## src/rtl/key_debounce_tick.sv

```systemverilog
// key_debounce_tick
// -----------------
// Multi-key debouncer clocked by a 1-cycle enable tick from a pulse divider
// (e.g. 100 Hz on a 50 MHz clock). Each raw key pin passes through a 2-flop
// synchronizer and is normalised so that 1 = pressed. The synchronized level
// is sampled only on tick cycles. A new level is committed once STABLE_TICKS
// consecutive tick samples disagree with the current debounced level. Every
// commit produces a single-clk press or release pulse. A per-key hold counter
// produces a single-clk long-press pulse LONG_TICKS ticks after the press
// commit.
//
// Optional feature (macro KEY_REPEAT_EN):
//   When defined, a key that is still held after its long-press pulse
//   re-fires key_press every REPEAT_TICKS ticks until its release commits.
//   When undefined, no repeat logic is built and REPEAT_TICKS is ignored.
//
// Ports:
//   clk          system clock
//   rst          asynchronous active-high reset
//   tick_in      sample enable, 1 clk wide
//   key_in       raw asynchronous key pins (polarity set by ACTIVE_LOW)
//   key_state    debounced level per key, 1 = pressed
//   key_press    1-clk pulse when a press commits (and on auto-repeat)
//   key_release  1-clk pulse when a release commits
//   key_long     1-clk pulse when the hold time reaches LONG_TICKS
//
// Parameters:
//   KEY_NUM       number of independent keys
//   STABLE_TICKS  disagreeing tick samples needed to commit (1..255)
//   LONG_TICKS    ticks after the press commit before key_long (1..65535)
//   ACTIVE_LOW    1 = pin reads 0 when pressed, 0 = pin reads 1 when pressed
//   REPEAT_TICKS  auto-repeat period in ticks (KEY_REPEAT_EN only)
module key_debounce_tick #(
    parameter int KEY_NUM      = 4,
    parameter int STABLE_TICKS = 2,
    parameter int LONG_TICKS   = 100,
    parameter int ACTIVE_LOW   = 1,
    parameter int REPEAT_TICKS = 20
) (
    input  logic               clk,
    input  logic               rst,
    input  logic               tick_in,
    input  logic [KEY_NUM-1:0] key_in,
    output logic [KEY_NUM-1:0] key_state,
    output logic [KEY_NUM-1:0] key_press,
    output logic [KEY_NUM-1:0] key_release,
    output logic [KEY_NUM-1:0] key_long
);

    // Pin level of a released key; the synchronizer resets to it so that no
    // phantom press is seen while the flops refill after reset.
    localparam logic [KEY_NUM-1:0] IDLE_LEVEL  = (ACTIVE_LOW != 0) ? {KEY_NUM{1'b1}}
                                                                   : {KEY_NUM{1'b0}};
    localparam logic [7:0]         STABLE_LAST = 8'(STABLE_TICKS - 1);
    localparam logic [15:0]        LONG_LIMIT  = 16'(LONG_TICKS);
`ifdef KEY_REPEAT_EN
    localparam logic [15:0]        REPEAT_LIMIT = 16'(REPEAT_TICKS);
`endif

    // ------------------------------------------------------------------
    // 2-flop synchronizer, runs every clk regardless of tick_in
    // ------------------------------------------------------------------
    logic [KEY_NUM-1:0] sync1_q;
    logic [KEY_NUM-1:0] sync2_q;
    logic [KEY_NUM-1:0] sample;

    always_ff @(posedge clk or posedge rst) begin
        if (rst) begin
            sync1_q <= IDLE_LEVEL;
            sync2_q <= IDLE_LEVEL;
        end else begin
            sync1_q <= key_in;
            sync2_q <= sync1_q;
        end
    end

    // Normalised sample: 1 = pressed
    assign sample = (ACTIVE_LOW != 0) ? ~sync2_q : sync2_q;

    // ------------------------------------------------------------------
    // Per-key debounce, hold and (optionally) repeat logic
    // ------------------------------------------------------------------
    for (genvar g = 0; g < KEY_NUM; g++) begin : g_key
        logic        state_q,   state_d;
        logic [7:0]  deb_q,     deb_d;
        logic [15:0] hold_q,    hold_d;
        logic        press_q,   press_d;
        logic        release_q, release_d;
        logic        long_q,    long_d;
`ifdef KEY_REPEAT_EN
        logic        rep_en_q,  rep_en_d;
        logic [15:0] rep_q,     rep_d;
`endif

        always_comb begin
            state_d   = state_q;
            deb_d     = deb_q;
            hold_d    = hold_q;
            press_d   = 1'b0;
            release_d = 1'b0;
            long_d    = 1'b0;
`ifdef KEY_REPEAT_EN
            rep_en_d  = rep_en_q;
            rep_d     = rep_q;
`endif
            if (tick_in) begin
                // Debounce: any agreeing sample restarts qualification.
                if (sample[g] == state_q) begin
                    deb_d = '0;
                end else if (deb_q == STABLE_LAST) begin
                    deb_d     = '0;
                    state_d   = ~state_q;
                    press_d   = ~state_q;
                    release_d = state_q;
                end else begin
                    deb_d = deb_q + 8'd1;
                end

                // Hold counter. A commit on this tick wins over the long-press
                // threshold, so a release landing on the threshold tick
                // suppresses key_long. Saturation at LONG_LIMIT keeps key_long
                // to one pulse per press.
                if (press_d || release_d) begin
                    hold_d = '0;
                end else if (state_q && (hold_q != LONG_LIMIT)) begin
                    hold_d = hold_q + 16'd1;
                    long_d = (hold_d == LONG_LIMIT);
                end

`ifdef KEY_REPEAT_EN
                // Repeat is armed by key_long and disarmed by release commit.
                if (release_d) begin
                    rep_en_d = 1'b0;
                    rep_d    = '0;
                end else if (long_d) begin
                    rep_en_d = 1'b1;
                    rep_d    = '0;
                end else if (rep_en_q && state_q) begin
                    if ((rep_q + 16'd1) == REPEAT_LIMIT) begin
                        rep_d   = '0;
                        press_d = 1'b1;
                    end else begin
                        rep_d = rep_q + 16'd1;
                    end
                end
`endif
            end
        end

        always_ff @(posedge clk or posedge rst) begin
            if (rst) begin
                state_q   <= 1'b0;
                deb_q     <= '0;
                hold_q    <= '0;
                press_q   <= 1'b0;
                release_q <= 1'b0;
                long_q    <= 1'b0;
`ifdef KEY_REPEAT_EN
                rep_en_q  <= 1'b0;
                rep_q     <= '0;
`endif
            end else begin
                state_q   <= state_d;
                deb_q     <= deb_d;
                hold_q    <= hold_d;
                press_q   <= press_d;
                release_q <= release_d;
                long_q    <= long_d;
`ifdef KEY_REPEAT_EN
                rep_en_q  <= rep_en_d;
                rep_q     <= rep_d;
`endif
            end
        end

        assign key_state[g]   = state_q;
        assign key_press[g]   = press_q;
        assign key_release[g] = release_q;
        assign key_long[g]    = long_q;
    end

endmodule

```

## config.mk

```make
export PLATFORM = sky130hd
export DESIGN_NAME = key_debounce_tick
export DESIGN_NICKNAME = d
export VERILOG_FILES = /design/src/rtl/key_debounce_tick.sv
export SDC_FILE = /design/constraint.sdc
export NUM_CORES = 1
export LEC_CHECK = 0
export BUFFER_PORTS_ARGS = -buffer_cell sky130_fd_sc_hd__buf_2
export CELL_PAD_IN_SITES_DETAIL_PLACEMENT = 1
export CELL_PAD_IN_SITES_GLOBAL_PLACEMENT = 1
export CORE_ASPECT_RATIO = 2
export CORE_MARGIN = 1.5
export CORE_UTILIZATION = 49
export CTS_BUF_LIST = sky130_fd_sc_hd__clkbuf_16
export DETAILED_ROUTE_END_ITERATION = 6
export PLACE_DENSITY = 0.83
export SETUP_SLACK_MARGIN = 0.15
export SYNTH_ARGS = -nofsm -noshare
export SYNTH_HDL_FRONTEND = slang
export SYNTH_SLANG_ARGS = --single-unit
```

## constraint.sdc

```tcl
create_clock -name clk -period 4.3 [get_ports clk]
set_clock_uncertainty 0.1 [all_clocks]
set_input_delay 0.215 -clock clk [delete_from_list [all_inputs] [get_ports clk]]
set_output_delay 0.215 -clock clk [all_outputs]
set_load 0.01 [all_outputs]
```

==> flow_metrics.tcl, run 1 <==
set metrics [dict create \
    run_status "finished clean" \
    total_power_uw 4170 \
    setup_viol_count_final 0 \
    layout.nets 807 \
    timing_max_transition_violations_final 0 \
    ir_drop_uv 283 \
    yosys_register_bits 120 \
    setup_ws_ns 1.64 \
    power.static_leakage_uw 0.00319 \
    worst_path_clk_slew_ns 0.06 \
    post_route_antenna_net_violation_count 0 \
    cts-buffers-inserted 17 \
    dieArea_um2 15200 \
    p_comb_share_pct 26.1 \
    max_cap_viol_count 0 \
    timing_worst_slew_pin_value_ns 0.934 \
    grt_max_degree 75 \
    post-route-min-period_ns 2.66 \
    post-cts-setup-buffer-count 0 \
    ys.warnings.count 0 \
    routed_wire_length_per_instance_um 19.5 \
    route.detailed.drc 0 \
    layout_commonest_cell "sky130_fd_sc_hd__dfrtp_1" \
    critical_path_sink_type "flip-flop" \
    clock_path_buffers 2 \
    vias_per_cell 6.27 \
    number_of_buffers_added_on_ports 22 \
    num_rows 62 \
    via_count 6205 \
    floorplan.die.height_um 173 \
    core_region_area_um2 14300 \
    power_switching_share_pct 36.9 \
    gp_congestion 0.889 \
    final_layout_size_suffix_gt1_share_pct 10.8 \
    place_hpwl_mm 13.1 \
    async_reset_ff_share_pct 100 \
    internal_power_uw 2630 \
    totalNegativeSetupSlack_ns 0 \
    power_frac_seq_pct 39.3 \
    synth_cells 794 \
    vias_in_the_first_global_route 6843 \
    clk_latency_ns 0.43 \
    power.density_nw_per_um2 534 \
    chip_width_um 88.0 \
    dominantRegCellSynth "sky130_fd_sc_hd__dfrtp_1" \
    grt.total_usage_pct 27.1 \
    number_of_antenna_violations_at_the_first_check_in_global_routing 0 \
    routed_wirelength_mm 19.3 \
    synthesized_nets 817 \
    power.clock.fraction_pct 34.6 \
    reg2reg_slack_ns 1.64 \
    final_min_period_over_clock_period_pct 61.8 \
    number_of_enable_flip_flop_cells_after_synthesis 0 \
    ys_types 75 \
    first_iteration_detailed_routing_drc_count 223 \
    syn2layout_area_growth_pct 10.2 \
    relSlewSlack_pct 37.7 \
    gr-total-overflow 0 \
    postSynthAreaPerCell_um2 8.92 \
    antenna_cells 0 \
    data_required_time_of_the_worst_path_ns 4.57 \
    tritoncts_clock_tree "built" \
    clock-root-buffer "sky130_fd_sc_hd__clkbuf_16" \
    critPathArrivalTime_ns 2.93 \
    p_sw_uw 1540 \
    first_pass_iters 4 \
    place_worst_setup_slack_ns 1.64 \
    hold_crit_class "primary input to flip-flop" \
    crit_fanout 10 \
    kind_of_launch_point_of_the_worst_setup_path "flip-flop" \
    initial_standard_cell_utilization_of_the_core_pct 49.6 \
    hold_violations 0 \
    worst-setup-path-type "flip-flop to flip-flop" \
    netlist_area_um2 7090 \
    htreeDepth 4 \
    rsz0062_at_grt "no" \
    clock-sinks 120 \
    fmax_ghz 0.376 \
    highest_count_cells_in_the_layout_ignoring_fill_and_taps "sky130_fd_sc_hd__dfrtp_1, sky130_fd_sc_hd__nand2_1, sky130_fd_sc_hd__o21ai_0, sky130_fd_sc_hd__nand3_1, sky130_fd_sc_hd__nor2_1" \
    synth-seq-area-share_pct 42.5 \
    ios 23 \
    grt_first_pass_wirelength_mm 32.7 \
]
[metal layers]
metal / wire length, um / vias up / global-route usage, % / part of all wire [%]
met5: 0 / - / 0 / 0
li1: - / 2906 / - / -
met1: 7060 / 3146 / 27.1 / 37
met3: 453 / 52 / 4.68 / 2.3
met2: 11200 / 101 / 51.4 / 58
met4: 595 / 0 / 13.0 / 3.1
[logic make-up (layout without fill, tap and decap cells)]
| kind of cell | after synthesis | in the layout | synth area share, % |
|---|---|---|---|
| adders and majority gates | 16 | 16 | 2.83 |
| and+or+nand+nor | 332 | 332 | 25.2 |
| AOI/OAI and AO/OA | 190 | 190 | 18.3 |
| DFF | 120 | 120 | 42.5 |
| muxes | 9 | 9 | 1.29 |
| buffers and inverters | 99 | 102 | 6.37 |
| xor gates and xnor gates | 28 | 28 | 3.46 |
[final timing paths]
| check | from | cells after the start | end |
|---|---|---|---|
| min reg2reg | sync1_q[1] | 0 | sync2_q[1] |
| min in group asynchronous | rst | 3 | g_key[2].hold_q[11] |
| max | g_key[3].hold_q[11] | 5 | g_key[3].hold_q[0] |
| max in group asynchronous | rst | 4 | sync2_q[3] |
| min | tick_in | 3 | g_key[3].hold_q[8] |
| max reg2reg | g_key[3].hold_q[11] | 5 | g_key[3].hold_q[0] |
[power by group through the flow]
stage | Sequential, uW | Combinational (uW) | Clock (uW)
global placement | 1630 | 999 | 0
global route | 1680 | 1220 | 1500
detailed placement | 1650 | 1070 | 0
floorplan | 1490 | 929 | 0
finish | 1640 | 1090 | 1440
CTS | 1630 | 1090 | 1460
[stage by stage]
step                      area [um2]  instances  hold slack (ns)  utilization (%)
after floorplan                 7090        794            0.119                -
after global placement          7170        952            0.219             50.3
after detailed placement        7170        952            0.222             50.3
after CTS                       7810        989            0.163             54.7
after global routing            7810        989            0.211             54.7
final                           7810        989            0.195             54.7
[synthesized netlist by cell type (all sizes together) (18+ instances only)]
library cell,n,area [um2]
a31oi,19,119
buf,32,198
clkbuf,31,119
dfrtp,112,2800
inv,35,131
nand2,90,345
nand3,59,295
nand4,25,156
nor2,38,143
nor3,22,115
o21ai,60,304
xnor2,18,158
[final cells by class]
class,count,area (um2)
Multi-Input combinational cell,575,3620
Clock buffer,17,425
Inverter,36,138
Tap cell,192,240
Fill cell,1704,6460
Timing Repair Buffer,34,213
Clock inverter,15,161
Sequential cell,120,3010
[flip-flops by register name, summed over array words and instances (netlist names)]
signal and count:
g_key.deb_q 32, g_key.hold_q 64, sync1_q 4, g_key.long_q 4
g_key.press_q 4, sync2_q 4, g_key.state_q 4, g_key.release_q 4
[critical path, cell delays in order, from the launching register on]
cell and delay [ns]:
sky130_fd_sc_hd__dfrtp_1 0.49, sky130_fd_sc_hd__nor4_1 0.44, sky130_fd_sc_hd__nand4_1 0.44, sky130_fd_sc_hd__and2_0 0.44, sky130_fd_sc_hd__o21ai_0 0.45, sky130_fd_sc_hd__mux2_2 0.24
[what timing repair did]
item | 4_1_cts | 5_1_grt
hold buffers | 5 | 0
endpoints found under the hold margin | 72 | 0
gates resized for setup | 0 | 0
Power figures use the tool's default switching activity.
==> run 2, diff against run 1 <==
--- a/config.mk
+++ b/config.mk
@@ -10,10 +10,10 @@
 export CELL_PAD_IN_SITES_GLOBAL_PLACEMENT = 1
 export CORE_ASPECT_RATIO = 2
 export CORE_MARGIN = 1.5
-export CORE_UTILIZATION = 49
+export CORE_UTILIZATION = 44
 export CTS_BUF_LIST = sky130_fd_sc_hd__clkbuf_16
 export DETAILED_ROUTE_END_ITERATION = 6
-export PLACE_DENSITY = 0.83
+export PLACE_DENSITY = 0.79
 export SETUP_SLACK_MARGIN = 0.15
 export SYNTH_ARGS = -nofsm -noshare
 export SYNTH_HDL_FRONTEND = slang
==> constraint.sdc (replaced) <==
create_clock -name clk -period 2.4 [get_ports clk]
set_clock_uncertainty 0.1 [all_clocks]
set_input_delay 0.12 -clock clk [delete_from_list [all_inputs] [get_ports clk]]
set_output_delay 0.12 -clock clk [all_outputs]
set_load 0.01 [all_outputs]
==> run 2 against run 1 <==
Sequential cell count unchanged. Non-clock buffer count up 72. Fmax up 18%. Combinational power rose to 2.6 times the previous value. Via count up 8.3%. Cell count up 8.2%. Sequential share of layout area down 3.3 points. Global-route usage down 0.21 points. Power up 90%. Utilization down 0.51 points. Hold slack worse by 0.10 ns. Largest cell class unchanged.
==> flow_metrics.tcl, run 2 (synthesized netlist as in run 1, its figures left out) <==
set metrics [dict create \
    run_status "finished clean" \
    critPathMaxStageDelay_ns 0.72 \
    number_of_buffers_added_on_ports 22 \
    regToRegStartpoint "g_key[2].hold_q[4]" \
    route.detailed.drc 0 \
    grt_max_degree 121 \
    hold_crit_class "primary input to flip-flop" \
    num_rows 65 \
    via_count 6720 \
    timing.critical_path.from "g_key[2].hold_q[4]" \
    critical_path_sink_type "flip-flop" \
    post_route_antenna_net_violation_count 0 \
    crit_fanout 2 \
    ir_drop_uv 580 \
    crit_path_top_delay_cell "sky130_fd_sc_hd__nor4_1" \
    hold_violations 0 \
    setup_ws_ns 0.143 \
    largest_register_ff_count 64 \
    largest-register "g_key.hold_q" \
    worst-setup-path-type "flip-flop to flip-flop" \
    layout_commonest_cell "sky130_fd_sc_hd__dfrtp_1" \
    dieArea_um2 16900 \
    max_cap_viol_count 0 \
    rsz0062_at_grt "yes" \
    timing.critical_path.cells "nor4_1 -> and4_2 -> buf_4 -> or3_1 -> a2111oi_2 -> and4_1" \
    gr-total-overflow 0 \
    power_frac_seq_pct 35.7 \
    place_inst 1013 \
    grt.total_usage_pct 26.9 \
    routed_wirelength_mm 22.2 \
    htreeDepth 4 \
    clock-root-buffer "sky130_fd_sc_hd__clkbuf_16" \
    initial_standard_cell_utilization_of_the_core_pct 44.9 \
    place_hpwl_mm 14.7 \
    gp_congestion 0.939 \
    crit_cells 6 \
    relSlewSlack_pct 44.6 \
    whs_ns 0.0953 \
    timing_worst_slew_pin_value_ns 0.823 \
    core_region_area_um2 15800 \
    power_switching_share_pct 37.5 \
    internal_power_uw 4950 \
    highest_count_cells_in_the_layout_ignoring_fill_and_taps "sky130_fd_sc_hd__dfrtp_1, sky130_fd_sc_hd__nand2_1, sky130_fd_sc_hd__buf_4" \
    chip_width_um 92.7 \
    kind_of_launch_point_of_the_worst_setup_path "flip-flop" \
    clock_path_buffers 2 \
    worstSetupEndpoint "g_key[2].long_q" \
    seqCellArea_um2 3020 \
    cp.buffers_inverters 1 \
    data_required_time_of_the_worst_path_ns 2.60 \
    setup_viol_count_final 0 \
    p_sw_uw 2960 \
    critPathArrivalTime_ns 2.46 \
    reg2reg_slack_ns 0.14 \
    antenna_cells 0 \
    clk_latency_ns 0.42 \
    tritoncts_clock_tree "built" \
    timing.reg2reg.worst_path_depth 6 \
    path_delay_family "simple AND/OR/NAND/NOR gates" \
    multiInputGateArea_um2 3830 \
    routed_wire_length_per_instance_um 20.7 \
    reg2reg_to "g_key[2].long_q" \
    number_of_antenna_violations_at_the_first_check_in_global_routing 0 \
    worst_path_clk_slew_ns 0.06 \
    syn2layout_area_growth_pct 20.7 \
    first_iteration_detailed_routing_drc_count 275 \
    cts-buffers-inserted 17 \
    p_comb_share_pct 35.4 \
    clock-sinks 120 \
    timing_max_transition_violations_final 0 \
    top_regs "g_key.hold_q: 64 flops, g_key.deb_q: 32 flops" \
    power.clock.fraction_pct 28.8 \
    vias_per_cell 6.28 \
    nFillCells 1828 \
    final_layout_size_suffix_gt1_share_pct 21.6 \
    floorplan.die.height_um 182 \
    vias_in_the_first_global_route 7295 \
    power.static_leakage_uw 0.00362 \
    post-route-min-period_ns 2.26 \
    place_worst_setup_slack_ns -0.203 \
    grt_first_pass_wirelength_mm 36.1 \
    fin_cells 1070 \
    final_min_period_over_clock_period_pct 94.1 \
    first_pass_iters 5 \
    layout.nets 879 \
    fmax_ghz 0.443 \
    power.density_nw_per_um2 925 \
    ios 23 \
]
==> run 2: cell count changes in the layout (fill, tap and decap cells not counted), sizes merged <==
cell      previous run  this run
buf                 29       101
bufinv               3         1
clkinv               6         8
clkinvlp             6         1
inv                 36        41
==> run 2: per-stage QoR <==
stage          instance area (um2)  total power (uW)  utilization, %  TNS (ns)
6_report                      8550              7910            54.2         0
5_1_grt                       8550              8350            54.2         0
4_1_cts                       8330              7690            52.8         0
3_5_place_dp                  7610              5240            48.3    -0.747
3_3_place_gp                  7610              5040            48.3   -0.0295
2_1_floorplan                 7090              4340               -         0
==> run 2: worst min path at each step <==
stage,start,endpoint,slack (ns),depth (start not counted)
global route,tick_in,g_key[2].deb_q[6],0.13,3
finish,tick_in,g_key[2].deb_q[6],0.1,3
detailed placement,key_in[2],sync1_q[2],0.13,1
CTS,tick_in,g_key[2].deb_q[6],0.09,3
global placement,key_in[1],sync1_q[1],0.12,1
floorplan,key_in[0],sync1_q[0],0.02,0
==> run 2: per-layer routing <==
metal  GRT usage [%]  vias up  part of all wire, %
met5               0        -                    0
met3            3.96       65                  1.9
met2            52.0      127                   58
met1            26.7     3478                   36
met4            14.4        0                  4.1
li1                -     3050                    -
==> run 2: what timing repair did <==
item | in CTS | in global routing
endpoints found under the setup margin | 44 | 59
gates resized for setup | 18 | 37
hold buffers | 5 | 0
hold endpoints to repair | 116 | 0
pin swaps | 2 | 13
setup buffers | 10 | 10
==> run 2: cell type report <==
type	count	share of cell area [%]
clock buffers	17	4.97
clock inverters	15	0.995
flip-flops and latches	120	35.3
repair buffers	106	9.44
multi-input cells	575	44.7
inverters	36	1.62
well taps	201	2.94
==> run 2: power by group through the flow <==
stage          sequential, uW  combinational (uW)  clock, uW
2_1_floorplan            2680                1660          0
3_3_place_gp             2780                2260          0
3_5_place_dp             2830                2410          0
4_1_cts                  2800                2580       2310
5_1_grt                  2890                3070       2390
6_report                 2830                2800       2280
==> run 2: worst min-delay path, cell delays in order <==
cell,delay (ns)
sky130_fd_sc_hd__buf_2,0.11
sky130_fd_sc_hd__clkinv_1,0.20
sky130_fd_sc_hd__o2bb2ai_1,0.15
